--- config.mk ---
export PLATFORM = sky130hd
export DESIGN_NAME = wb_initiator
export DESIGN_NICKNAME = d
export VERILOG_FILES = /design/src/rtl/wb_pkg.sv /design/src/rtl/wb_timeout_counter.sv /design/src/rtl/wb_initiator.sv
export SDC_FILE = /design/constraint.sdc
export NUM_CORES = 1
export LEC_CHECK = 0
export ABC_AREA = 0
export BUFFER_PORTS_ARGS = -buffer_cell sky130_fd_sc_hd__buf_2
export CELL_PAD_IN_SITES_DETAIL_PLACEMENT = 1
export CELL_PAD_IN_SITES_GLOBAL_PLACEMENT = 1
export CORE_UTILIZATION = 35
export CTS_BUF_LIST = sky130_fd_sc_hd__clkbuf_8
export DETAILED_ROUTE_END_ITERATION = 6
export MAX_ROUTING_LAYER = met4
export PLACE_DENSITY = 0.79
export SLEW_MARGIN = 20
export SYNTH_ARGS = -nofsm -noshare
export SYNTH_HDL_FRONTEND = slang
export SYNTH_HIERARCHICAL = 1
export SYNTH_SLANG_ARGS = --single-unit
--- constraint.sdc ---
create_clock -name clock -period 2.2 [get_ports clock]
set_input_delay 0.33 -clock clock [delete_from_list [all_inputs] [get_ports clock]]
set_output_delay 0.33 -clock clock [all_outputs]
set_load 0.02 [all_outputs]
--- src/rtl/wb_pkg.sv ---
`default_nettype none
// wb_pkg: shared types and constants for the Wishbone classic-cycle initiator.
// Rev 1.0
package wb_pkg;

  localparam int WB_DAT_W = 32;
  localparam int WB_SEL_W = 4;

  localparam logic [1:0] WB_OK      = 2'b00;
  localparam logic [1:0] WB_ERR     = 2'b01;
  localparam logic [1:0] WB_TIMEOUT = 2'b10;

  typedef enum logic [1:0] {
    IDLE = 2'd0,
    BUS  = 2'd1,
    RESP = 2'd2
  } wb_state_t;

endpackage
`default_nettype wire

--- src/rtl/wb_timeout_counter.sv ---
`default_nettype none
// wb_timeout_counter: saturating wait-cycle counter; expired flags the last allowed cycle.
// Rev 1.0
module wb_timeout_counter #(
  parameter int TIMEOUT_CYCLES = 255
) (
  input  logic clock,
  input  logic reset,
  input  logic clear,
  input  logic enable,
  output logic expired
);

  localparam int CNT_W = (TIMEOUT_CYCLES > 0) ? $clog2(TIMEOUT_CYCLES + 1) : 1;
  localparam logic [CNT_W-1:0] LAST = CNT_W'(TIMEOUT_CYCLES - 1);
  localparam bit ENABLED = (TIMEOUT_CYCLES != 0);

  logic [CNT_W-1:0] count;

  always_ff @(posedge clock) begin
    if (reset || clear) begin
      count <= '0;
    end else if (enable && (count != {CNT_W{1'b1}})) begin
      count <= count + 1'b1;
    end
  end

  // A zero timeout disables expiry entirely; the counter then just saturates.
  assign expired = ENABLED && (count == LAST);

endmodule
`default_nettype wire

--- src/rtl/wb_initiator.sv ---
`default_nettype none
// wb_initiator: single-transaction Wishbone classic-cycle initiator with
// valid/ready command and response ports and an optional ack/err timeout.
// Rev 1.0
module wb_initiator
  import wb_pkg::*;
#(
  parameter int TIMEOUT_CYCLES = 255,
  parameter int ADDR_W         = 32
) (
  input  logic                clock,
  input  logic                reset,

  input  logic                cmd_valid,
  output logic                cmd_ready,
  input  logic                cmd_we,
  input  logic [ADDR_W-1:0]   cmd_adr,
  input  logic [WB_DAT_W-1:0] cmd_dat,
  input  logic [WB_SEL_W-1:0] cmd_sel,

  output logic                rsp_valid,
  input  logic                rsp_ready,
  output logic [WB_DAT_W-1:0] rsp_dat,
  output logic [1:0]          rsp_status,
  output logic                busy,

  output logic                wbm_cyc_o,
  output logic                wbm_stb_o,
  output logic                wbm_we_o,
  output logic [ADDR_W-1:0]   wbm_adr_o,
  output logic [WB_DAT_W-1:0] wbm_dat_o,
  output logic [WB_SEL_W-1:0] wbm_sel_o,
  input  logic                wbm_ack_i,
  input  logic                wbm_err_i,
  input  logic [WB_DAT_W-1:0] wbm_dat_i
);

  wb_state_t state;

  logic                ack_seen;
  logic                err_seen;
  logic                expired;
  logic                done;
  logic [1:0]          done_status;
  logic [WB_DAT_W-1:0] done_dat;

  assign ack_seen = wbm_stb_o & wbm_ack_i;
  assign err_seen = wbm_stb_o & wbm_err_i;

  wb_timeout_counter #(
    .TIMEOUT_CYCLES(TIMEOUT_CYCLES)
  ) u_timeout (
    .clock  (clock),
    .reset  (reset),
    .clear  (state != BUS),
    .enable ((state == BUS) && !ack_seen && !err_seen),
    .expired(expired)
  );

  // err wins over a simultaneous ack; only an acked read returns data.
  always_comb begin
    done        = 1'b0;
    done_status = WB_OK;
    done_dat    = '0;
    if (err_seen) begin
      done        = 1'b1;
      done_status = WB_ERR;
    end else if (ack_seen) begin
      done        = 1'b1;
      done_status = WB_OK;
      done_dat    = wbm_we_o ? '0 : wbm_dat_i;
    end else if (expired) begin
      done        = 1'b1;
      done_status = WB_TIMEOUT;
    end
  end

  always_ff @(posedge clock) begin
    if (reset) begin
      state      <= IDLE;
      cmd_ready  <= 1'b0;
      rsp_valid  <= 1'b0;
      rsp_dat    <= '0;
      rsp_status <= WB_OK;
      busy       <= 1'b0;
      wbm_cyc_o  <= 1'b0;
      wbm_stb_o  <= 1'b0;
      wbm_we_o   <= 1'b0;
      wbm_adr_o  <= '0;
      wbm_dat_o  <= '0;
      wbm_sel_o  <= '0;
    end else begin
      case (state)
        IDLE: begin
          cmd_ready <= 1'b1;
          if (cmd_valid && cmd_ready) begin
            cmd_ready <= 1'b0;
            busy      <= 1'b1;
            wbm_cyc_o <= 1'b1;
            wbm_stb_o <= 1'b1;
            wbm_we_o  <= cmd_we;
            wbm_adr_o <= cmd_adr;
            wbm_dat_o <= cmd_dat;
            wbm_sel_o <= cmd_sel;
            state     <= BUS;
          end
        end
        BUS: begin
          if (done) begin
            wbm_cyc_o  <= 1'b0;
            wbm_stb_o  <= 1'b0;
            rsp_valid  <= 1'b1;
            rsp_status <= done_status;
            rsp_dat    <= done_dat;
            state      <= RESP;
          end
        end
        RESP: begin
          if (rsp_ready) begin
            rsp_valid <= 1'b0;
            busy      <= 1'b0;
            cmd_ready <= 1'b1;
            state     <= IDLE;
          end
        end
        default: begin
          state     <= IDLE;
          wbm_cyc_o <= 1'b0;
          wbm_stb_o <= 1'b0;
          rsp_valid <= 1'b0;
          busy      <= 1'b0;
        end
      endcase
    end
  end

endmodule
`default_nettype wire

==> results.md <==
- Post-Synth Simple-Gate Area: 0.258
- GR Overflow Total: 0
- Largest cells by area after synthesis: dfxtp_1 (49%), nand2_1 (12%), a21oi_1 (8.1%), mux2i_1 (7.3%), nand4b_1 (6.0%)
- Logic pwr share: 0.124
- Final setup vio count: 0
- Final HPWL DP: 9930 µm
- Die area: 14200 µm²
- Post-synth ARST share: 0
- Clock buffer depth: 2
- Slew headroom: 0.431
- Row cnt: 42
- Finished Cell Area: 6360 µm²
- Antenna diodes: 0
- # resized after CTS: 0
- Vias in the first global route: 4701
- Hold Vio Cnt, Final: 0
- Commonest cells post-synth: nand2_1 (147), dfxtp_1 (117), a21oi_1 (78)
- Pwr/cell area: 797 nW/µm²
- Pleak: 2.93 nW
- Main combinational cell family by area after synthesis: simple AND/OR/NAND/NOR gates
- Hold/Removal Path Class: primary input to flop
- Largest net degree at the start of global routing: 102
- Fin crit share: 0.883
- Total power: 5.06 mW
- PortBufs: 214
- Tightest Pin Transition: 0.854 ns
- Tmin final: 1.94 ns
- Mapped Cells: 540
- Layout cells sized above 1: 0.349
- CTS Sinks: 117
- Synth Cell Area: 4790 µm²
- Sequential cell area: 2340 µm²
- CP endpoint kind: flop
- CTS Buf Count: 17
- CTS tree: done
- Pint: 3.78 mW
- Crit path required time: 2.55 ns
- Area grow syn2layout: 32.7%
- Starting density of the core: 0.360
- Max Clk Rate: 515 MHz
- CP arrival: 2.29 ns
- Clk_lat worst skew: 0.42 ns
- Initial DRC Count: 192
- DR vias/cell: 4.94
- CTS HTree Levels: 4
- Adder-cell share of the synthesized area: 0.00522
- Antenna violations before repair: 0
- Area leader, netlist: dfxtp_1
- Synth warn: 6
- Sequential fraction of design power: 0.445
- Clock power frac: 0.431
- Post-route worst setup slack: 0.257 ns
- Net Switching: 1.28 mW
- Final Core Density: 0.478
- Yosys cell types: 37
- Routed length per instance: 15.1 µm
- RSZ-0062 raised after global routing: false
- Synth top area share: 0.489
- Mux cell area share after synthesis: 0.0731
- Gr usage total: 0.207
- Setup TNS: 0 ns
- Die width: 119 µm
- XOR/XNOR share of the synthesized area: 0
- CP startpoint kind: flop
- Critical path class: flop to flop
- Area taken by multi-input logic gates: 2170 µm²
- Synth Register Bits: 117
- Number of synthesized flops with an enable pin: 0
- Clock slew at reported path FFs: 0.07 ns
- Placement Setup Slack: 0.246 ns
- Run status: completed
- Hold WS: 0.144 ns
- First-pass GRT wire length: 22800 µm
- DRC viols: 0
- Clock root cell: clkbuf_8
- Mapped Avg Cell Area: 8.87 µm²
- I/O pin cnt: 215
- Critical-path maximum fanout: 9
- Post-DP Area: 5920 µm²
- Cell count after placement: 895
- Part of the Yosys area used for sequential elements: 0.489
- Post-CTS setup-driven buffer insertion count: 0
- Drt first pass iters: 5
- Gpl congestion: 0.797
- Slew Limit Fails: 0
- Core Area: 13300 µm²
- Synth Net Count: 649
- Final Skew: 0.00927 ns
- Filler cell count: 1652
- Die height: 119 µm
- Synth Area in Compound Gates: 0.112
- Post-DRT Antenna Nets: 0
- Routed Wire Length: 14000 µm
- Sw Share: 0.253
- Layout Cells excl Fill: 926
- NumNets Final: 847
- MaxCap Viol Count: 0
- Ys flop type: dfxtp_1
- Vias: 4574
- Hold Buf Count CTS: 0
- Most frequent cell after synthesis: nand2_1
- Peak VDD IR: 0.366 mV
## flip-flops by register name, summed over array words and instances, names as in the netlist
| register | flops |
|---|---|
| u_timeout/count | 8 |
| state | 2 |
| wbm_dat_o | 32 |
| rsp_dat | 32 |
| cmd_ready | 1 |
| busy | 1 |
| wbm_adr_o | 32 |
| wbm_stb_o | 1 |
| wbm_sel_o | 4 |
| wbm_we_o | 1 |
| rsp_valid | 1 |
| rsp_status | 2 |
## layer usage
metal	up-vias	share of wire	global-route usage
met5	-	0	-
met4	0	0.017	0.0799
met3	18	0.056	0.0546
met2	125	0.52	0.364
met1	2205	0.40	0.221
li1	2226	-	-
## power groups by stage
stage	combinational [mW]	clock, mW	sequential [mW]
CTS	0.637	2.24	2.26
detailed placement	0.635	0	2.30
finish	0.627	2.18	2.26
floorplan	0.298	0	2.39
global route	0.688	2.34	2.26
global placement	0.615	0	2.29
## layout by cell type, fill, tap and decap left out, types with 5 or more instances in the layout
| cell | count |
|---|---|
| buf_2 | 213 |
| nand2_1 | 147 |
| dfxtp_1 | 117 |
| a21oi_1 | 78 |
| mux2i_1 | 35 |
| nand4b_1 | 33 |
| nand2b_1 | 33 |
| clkbuf_8 | 21 |
| inv_1 | 7 |
| buf_4 | 7 |
| nand3_1 | 6 |
| nor2_1 | 5 |
## cell families (layout without fill, tap and decap cells)
kind of cell | count (synthesis) | after routing
AO/OA/AOI/OAI | 96 | 96
flip-flops | 117 | 117
adder cells (fa/ha/maj) | 2 | 2
multiplexers | 35 | 35
AND/OR/NAND/NOR | 241 | 241
buffers and inverters | 49 | 259
## layout make-up
| class | instances | share of cell area |
|---|---|---|
| multi-input combinational | 374 | 0.342 |
| timing repair buffer | 222 | 0.182 |
| tap | 176 | 0.0346 |
| clock buffer | 21 | 0.0455 |
| sequential | 117 | 0.368 |
| clock inverter | 10 | 0.0240 |
| inverter | 6 | 0.00354 |
## path summary, 6_finish.rpt
path,start,end,slack [ns],depth (start not counted)
worst max register to register,state[1]$_SDFFE_PP0P_,u_timeout/count[5]$_SDFFE_PP0P_,0.26,6
worst max-delay path,state[1]$_SDFFE_PP0P_,u_timeout/count[5]$_SDFFE_PP0P_,0.26,6
worst min-delay path,cmd_adr[6],wbm_adr_o[6]$_SDFFE_PP0P_,0.14,3
worst min register to register,wbm_dat_o[24]$_SDFFE_PP0P_,wbm_dat_o[24]$_SDFFE_PP0P_,0.45,2
## worst max-delay path, stage by stage, from the launching register on
cell       delay, ns
dfxtp_1         0.38
and2b_4         0.32
inv_1           0.10
nor2_1          0.33
nand3_2         0.19
a2111oi_4       0.36
mux2i_1         0.21
No activity file was read; power rests on OpenSTA's default activity.
